### config.mk
export PLATFORM = sky130hd
export DESIGN_NAME = psm_decoder
export DESIGN_NICKNAME = d
export VERILOG_FILES = /design/src/rtl/psm_decoder.sv
export SDC_FILE = /design/constraint.sdc
export NUM_CORES = 1
export LEC_CHECK = 0
export CAP_MARGIN = 25
export CELL_PAD_IN_SITES_DETAIL_PLACEMENT = 0
export CELL_PAD_IN_SITES_GLOBAL_PLACEMENT = 1
export CORE_UTILIZATION = 35
export CTS_CLUSTER_DIAMETER = 200
export DETAILED_ROUTE_END_ITERATION = 10
export MAX_ROUTING_LAYER = met4
export PLACE_DENSITY_LB_ADDON = 0.3
export RECOVER_POWER = 50
export SYNTH_ARGS = -nofsm -noshare
export SYNTH_HDL_FRONTEND = slang
export SYNTH_SLANG_ARGS = --single-unit
### constraint.sdc
create_clock -name clk -period 5 [get_ports clk]
set_input_delay 0.75 -clock clk [delete_from_list [all_inputs] [get_ports clk]]
set_output_delay 0.75 -clock clk [all_outputs]
set_load 0.03 [all_outputs]
### src/rtl/psm_decoder.sv
// PSM decoder: syncs both channels, measures ch0 period, ch1 phase and leading channel.
// Results register 3 edges after the ch0 sampling edge; oStrobe pulses for one cycle, no backpressure.
module psm_decoder #(
  parameter int unsigned MAX_PERIOD = 65535
) (
  input  logic        clk,
  input  logic        n_rst,
  input  logic [1:0]  iPSM,
  output logic [15:0] oFREQUENCY,
  output logic [14:0] oANGLE,
  output logic        oDIRECT,
  output logic        oValid,
  output logic        oStrobe,
  output logic        oTimeout
);

  localparam logic [1:0]  S_WAIT  = 2'd0;
  localparam logic [1:0]  S_RUN   = 2'd1;
  localparam logic [1:0]  S_CALC  = 2'd2;
  localparam logic [15:0] MAX_CNT = 16'(MAX_PERIOD);

  logic [1:0]  sync1_q, sync2_q, hist_q;
  logic        rise0, rise1;

  logic [1:0]  state_q, state_d;
  logic [15:0] cnt_q, cnt_d;
  logic [15:0] d_cap_q, d_cap_d;
  logic        d_seen_q, d_seen_d;
  logic [15:0] p_cap_q, p_cap_d;
  logic [15:0] calc_d_q, calc_d_d;
  logic        calc_seen_q, calc_seen_d;

  logic [15:0] freq_q, freq_d;
  logic [14:0] angle_q, angle_d;
  logic        dir_q, dir_d;
  logic        valid_q, valid_d;
  logic        strobe_q, strobe_d;
  logic        tmo_q, tmo_d;

  logic        timeout_hit;
  logic [16:0] twice_d;
  logic [15:0] ang_full;
  logic        unused_ang_msb;

  // Reset to 1 so an input already high at release is not seen as an edge.
  always_ff @(posedge clk) begin
    if (!n_rst) begin
      sync1_q <= 2'b11;
      sync2_q <= 2'b11;
      hist_q  <= 2'b11;
    end else begin
      sync1_q <= iPSM;
      sync2_q <= sync1_q;
      hist_q  <= sync2_q;
    end
  end

  assign rise0 = sync2_q[0] & ~hist_q[0];
  assign rise1 = sync2_q[1] & ~hist_q[1];

  always_comb begin
    cnt_d = cnt_q;
    if (rise0) begin
      cnt_d = 16'd1;
    end else if (cnt_q != 16'hFFFF) begin
      cnt_d = cnt_q + 16'd1;
    end
  end

  assign timeout_hit = (state_q != S_WAIT) && !rise0 && (cnt_q >= MAX_CNT);

  // Phase folded onto the shorter side of the period; the tie 2*d == P reports ch0 leading.
  assign twice_d        = {calc_d_q, 1'b0};
  assign ang_full       = (twice_d <= {1'b0, p_cap_q}) ? calc_d_q : (p_cap_q - calc_d_q);
  assign unused_ang_msb = ang_full[15];

  always_comb begin
    state_d     = state_q;
    d_cap_d     = d_cap_q;
    d_seen_d    = d_seen_q;
    p_cap_d     = p_cap_q;
    calc_d_d    = calc_d_q;
    calc_seen_d = calc_seen_q;
    freq_d      = freq_q;
    angle_d     = angle_q;
    dir_d       = dir_q;
    valid_d     = valid_q;
    strobe_d    = 1'b0;
    tmo_d       = tmo_q;

    case (state_q)
      S_WAIT: begin
        if (rise0) begin
          state_d  = S_RUN;
          d_cap_d  = 16'd0;
          d_seen_d = rise1;
        end
      end

      S_RUN: begin
        if (rise0) begin
          p_cap_d     = cnt_q;
          calc_d_d    = d_cap_q;
          calc_seen_d = d_seen_q;
          // A coincident rise1 opens the new period at phase 0.
          d_cap_d     = 16'd0;
          d_seen_d    = rise1;
          state_d     = S_CALC;
        end else if (timeout_hit) begin
          valid_d = 1'b0;
          tmo_d   = 1'b1;
          state_d = S_WAIT;
        end else if (rise1 && !d_seen_q) begin
          d_cap_d  = cnt_q;
          d_seen_d = 1'b1;
        end
      end

      S_CALC: begin
        if (timeout_hit) begin
          valid_d = 1'b0;
          tmo_d   = 1'b1;
          state_d = S_WAIT;
        end else begin
          freq_d   = p_cap_q;
          valid_d  = calc_seen_q;
          tmo_d    = 1'b0;
          strobe_d = 1'b1;
          if (calc_seen_q) begin
            angle_d = ang_full[14:0];
            dir_d   = (twice_d > {1'b0, p_cap_q});
          end else begin
            angle_d = 15'd0;
          end
          if (rise1 && !d_seen_q) begin
            d_cap_d  = cnt_q;
            d_seen_d = 1'b1;
          end
          state_d = S_RUN;
        end
      end

      default: begin
        state_d = S_WAIT;
      end
    endcase
  end

  always_ff @(posedge clk) begin
    if (!n_rst) begin
      state_q     <= S_WAIT;
      cnt_q       <= 16'd0;
      d_cap_q     <= 16'd0;
      d_seen_q    <= 1'b0;
      p_cap_q     <= 16'd0;
      calc_d_q    <= 16'd0;
      calc_seen_q <= 1'b0;
      freq_q      <= 16'd0;
      angle_q     <= 15'd0;
      dir_q       <= 1'b0;
      valid_q     <= 1'b0;
      strobe_q    <= 1'b0;
      tmo_q       <= 1'b0;
    end else begin
      state_q     <= state_d;
      cnt_q       <= cnt_d;
      d_cap_q     <= d_cap_d;
      d_seen_q    <= d_seen_d;
      p_cap_q     <= p_cap_d;
      calc_d_q    <= calc_d_d;
      calc_seen_q <= calc_seen_d;
      freq_q      <= freq_d;
      angle_q     <= angle_d;
      dir_q       <= dir_d;
      valid_q     <= valid_d;
      strobe_q    <= strobe_d;
      tmo_q       <= tmo_d;
    end
  end

  assign oFREQUENCY = freq_q;
  assign oANGLE     = angle_q;
  assign oDIRECT    = dir_q;
  assign oValid     = valid_q;
  assign oStrobe    = strobe_q;
  assign oTimeout   = tmo_q;

endmodule

Word-level counts from Yosys, hierarchy flattened
Index checks and enable logic that the tools add are counted.

Bits in registers: 109. Latch bits: 0. RAM bits: 0. Memory bits (read-only): 0. Bits of input ports: 4. Output and inout bits: 35. Logic and storage cells: 81. Memories kept: 0.

$add $sub $neg: 2. Multiply operators: 0. Divide/modulo/power cells: 0. Order comparisons: 3. Equal/unequal tests: 7. Shifts and indexed selects: 0. Multiplexer cells: 28. Bitwise operators: 6. Reductions and logical operators: 18.

Operator list (number): 2-to-1 mux 16 bit (4); case mux 16 bit (3 select lines) (1); 2-to-1 mux 15 bit (2); > comparator 17 x 16 -> 1 bit (1); <= comparator 17 x 16 -> 1 bit (1); adder 16 x 1 -> 16 bit, second input constant (1); greater-or-equal comparator 16 bit, second input constant (1); inequality test 16 bit, second input constant (1); subtractor 15 bit (1); 2-to-1 mux 1 bit (14); AND reduction 2 bit (5); 2-to-1 mux 2 bit (3); inequality test 2 bit, second input constant (3); case mux 2 bit (3 select lines) (1); AND reduction 3 bit (2); nonzero test 2 bit (3); NOT 1 bit (4); case mux 1 bit (2 select lines) (2); logical AND 1 bit (3); inequality test 3 bit, second input constant (1); case mux 1 bit (3 select lines) (1); nonzero test 3 bit (1); AND 1 bit (2); == test 2 x 1 -> 1 bit, second input constant (1); other kinds (4) (5).

Logic depth before layout (Yosys ltp)
Depth after elaboration: 8. Mapped depth: 11. Mapped depth without buffers: 10.

Worst setup path after synthesis
Ideal clock, no wire load.

Path type: reg-to-reg. Start point: register p_cap_q[0]. End point: register angle_q[14], in the netlist oANGLE[14]. Setup time: 92 ps. Data arrival time: 2189 ps. Required time: 4908 ps. Slack: 2719 ps. Stages on the path, launching flop included: 11. Buffers on the path: 0. Period minus slack after synthesis: 2281 ps. Cell sequence: dfxtp_1 > inv_1 > ha_1 > inv_1 > fa_1 > a21o_1 > a311o_1 > a21oi_1 > nor2_1 > a311o_1 > o32ai_1.

Cells in the longest elaborated chain, start to end: 3. Elaborated cells on any way between the ends: 4. Classes of those cells: 1 x add/sub; 1 x order compare; 2 x mux.

Ends and longest elaborated chain: start: declaration (line 29) `logic [15:0] p_cap_q, p_cap_d;`; start signal: assignment (line 169) `p_cap_q <= p_cap_d;`; subtractor 15 bit / <= comparator 17 x 16 -> 1 bit (equally long branches) (line 74) `assign ang_full = (twice_d <= {1'b0, p_cap_q}) ? calc_d_q : (p_cap_q - calc_d_q);`; 2-to-1 mux 15 bit (*) (line 74); 2-to-1 mux 15 bit (*) (line 129) `if (calc_seen_q) begin`; end signal: assignment (line 173) `angle_q <= angle_d;`; end: declaration (line 34) `logic [14:0] angle_q, angle_d;`.

Every way passes the cells marked *; elsewhere a longest branch is shown, timed or not. A chain may end at the register's enable or synchronous reset.

Worst setup path after layout
Start point: input n_rst. End point: register calc_d_q[10].

RTL lines: start: declaration (line 7) `input logic n_rst,`; end signal: assignment (line 170) `calc_d_q <= calc_d_d;`; end: declaration (line 30) `logic [15:0] calc_d_q, calc_d_d;`.

No word-level cell between the ends.

==> run_results.csv <==
group,metric,value,unit
worst_setup_path,crit_fanout,39,
synthesis,async_reset_ff_share,0,%
worst_setup_path,worstPathArrival,3.22,ns
timing,period_needed,2.95,ns
global_route,gr-total-overflow,0,
timing,setup_viol,0,
timing,timing.fmax,339,MHz
place,dp_slack,2.37,ns
die,io_pins,39,
power,switchingPower,0.374,mW
synthesis,yosys_warnings,0,
power,p_sw_share,22.4,%
synthesis,syn_area,5460,um2
detailed_routing,via_count,4489,
place,placedCellCount,866,
worst_setup_path,worstSetupPathType,"in -> reg",
timing,drv_slew,0,
layout,layout_common_cells,"nand2_1 (126), dfxtp_1 (109), a21oi_1 (89), nor2_1 (55), inv_1 (38)",
detailed_routing,routed_wl,12900,um
worst_setup_path,required,5.27,ns
synthesis,synth_nets,704,
die,rows,45,
global_route,grt_pass1_vias,4296,
place,io_buffer_count,38,
power,pwr-share-seq,52.7,%
clocking,cts_made_buffers,9,
layout,final_cell_area,6310,um2
clocking,cts_hold_buf,0,
status,status,"finished clean",
timing,relSlewSlack,34.7,%
detailed_routing,first_iter_violations,293,
synthesis,synth_area_per_cell,8.21,um2
die,die_h,127,um
power,clock_power_share,43.1,%
power,p_int,1.30,mW
synthesis,synthCells,665,
synthesis,yosysTopAreaCell,"dfxtp_1",
worst_setup_path,startpoint_type,"primary input",
die,core_area,15200,um2
timing,hold_ws,0.413,ns
layout,syn2layout_area_growth,15.6,%
clocking,cts_tree,"yes",
global_route,antenna_found_initial,0,
power,ir_drop,152,uV
detailed_routing,drtPass1Iterations,4,
die,dieArea,16100,um2
synthesis,ys.flop_type,"dfxtp_1",
clocking,clk-insertion-delay-late,0.35,ns
timing,clock_skew,0.00849,ns
clocking,h-tree-depth,3,
place,dpl_cell_area,6020,um2
detailed_routing,drc,0,
global_route,grt_start_max_net_pins,40,
global_route,grt.total_usage,17.3,%
timing,period_share,59.0,%
synthesis,synth_edf_count,0,
die,die_w,127,um
layout,final_nets,728,
timing,tns,0,ns
synthesis,synth.distinct_cells,60,
clocking,clock-sinks,109,
synthesis,ys_seq_elements,109,
synthesis,synth_top_area_share,40.0,%
global_route,grt_pass1_wl,21400,um
timing,hold_viol_final,0,
synthesis,synth_area_leaders,"dfxtp_1 (40%), nand2_1 (8.7%), a21oi_1 (8.2%), ha_1 (7.8%), mux2i_1 (5.0%)",
place,hpwlAfterDp,9670,um
synthesis,synth-seq-area-share,40.0,%
hold_path,hold_path.class,"reg -> reg",
run,maxCapViolCount,0,
worst_setup_path,worst_setup_path_end_kind,"flop",
timing,worstMarginPinSlew,0.980,ns
clocking,post_cts_resized,0,
clocking,root_buffer,"clkbuf_16",
clocking,clockBufferDepth,2,
layout,final_cells,881,
clocking,postCtsSetupRepairBufs,0,
layout,drive_gt1_share,4.91,%
detailed_routing,wl_per_cell,14.7,um
timing,rsz0062_at_grt,"false",
power,pwr-share-comb,4.2,%
timing,setup_ws,2.05,ns
layout,final_common_cell,"nand2_1",
clocking,clk_pin_slew,0.07,ns
place,finalWeightedCongestion,0.858,
worst_setup_path,r2r_setup_slack,2.34,ns
die,initial_core_util,35.9,%
layout,insertedDiodeCount,0,
detailed_routing,postRouteAntennaNets,0,
power,p_leak,2.40,nW
detailed_routing,via_per_inst,5.10,
power,power_density,265,nW/um2
[area by class of cell]
type                    instances  area (um2)
inverters                      38         143
multi-input cells             487        2990
well taps                     188         235
repair buffers                 44         474
clock inverters                 4        48.8
clock buffers                  11         243
flip-flops and latches        109        2180
fillers                      1558        8890
[sequential cells by signal, indices dropped and copies added, names as in the netlist]
register and flops:
oTimeout 1, sync2_q 2, sync1_q 2, oStrobe 1, cnt_q 16, p_cap_q 16
oFREQUENCY 16, calc_d_q 16, oANGLE 15, calc_seen_q 1, hist_q 2, oDIRECT 1
d_seen_q 1, oValid 1, state_q 2, d_cap_q 16
[routing by layer]
layer | GRT usage, % | up-vias | part of all wire, %
li1 | - | 2323 | -
met1 | 22.9 | 2103 | 52
met2 | 26.6 | 52 | 44
met3 | 3.08 | 11 | 2.2
met4 | 5.95 | 0 | 1.3
met5 | - | - | 0
[power by group through the flow]
stage	clock network [mW]	registers (mW)	logic, mW
5_1_grt	0.780	0.881	0.0780
4_1_cts	0.741	0.880	0.0712
6_report	0.721	0.880	0.0699
3_5_place_dp	0	0.900	0.0710
3_3_place_gp	0	0.900	0.0666
2_1_floorplan	0	0.898	0.0535
[cells in the mapped netlist, types with 2 or more instances]
cell type	count
xnor2_1	13
a211oi_1	2
nor2_1	55
a22o_1	2
nor3_1	12
o21a_1	10
or3_1	5
a21oi_1	89
mux2i_1	27
a311o_1	2
o21ai_1	2
and3_1	6
nand2b_1	9
and4_1	4
clkbuf_1	21
a31oi_1	5
inv_1	37
nand3_1	11
or2_2	4
nand2_1	126
a22oi_1	2
nand4_1	3
a221oi_1	2
xor2_1	7
o21ai_0	14
ha_1	34
nor2b_1	3
buf_2	4
dfxtp_1	109
buf_4	5
o32ai_1	3
o211a_1	4
and2_1	2
a21o_1	5
[worst max-delay path, stage by stage]
cell and delay (ns):
dlygate4sd3_1 0.52, clkbuf_1 0.73, inv_1 0.68, buf_12 0.37
a21oi_1 0.14
[stage by stage]
stage	utilization, %	power [mW]
2_1_floorplan	-	0.952
3_3_place_gp	39.1	0.966
3_5_place_dp	39.6	0.971
4_1_cts	41.5	1.69
5_1_grt	41.5	1.74
6_report	41.5	1.67
[path summary, 6_finish.rpt]
check                           startpoint  cells after the start                         to
setup / recovery                     n_rst                      5  calc_d_q[10]$_SDFFE_PN0P_
hold / removal       sync1_q[1]$_SDFF_PN1_                      1      sync2_q[1]$_SDFF_PN1_
setup reg to reg  calc_d_q[0]$_SDFFE_PN0P_                      9    oANGLE[14]$_SDFFE_PN0P_
hold reg to reg      sync1_q[1]$_SDFF_PN1_                      1      sync2_q[1]$_SDFF_PN1_
[kinds of logic (layout without fill, tap and decap cells)]
logic type | after synthesis | count (layout) | share of synthesized area (%)
DFF | 109 | 109 | 40.0
AOI/OAI and AO/OA | 156 | 156 | 17.9
buffers and inverters | 69 | 97 | 5.32
and+or+nand+nor | 249 | 249 | 20.5
muxes | 27 | 27 | 4.95
adders and majority gates | 35 | 35 | 8.16
xor gates and xnor gates | 20 | 20 | 3.21
Note: power is estimated with default switching activity, not from simulation.
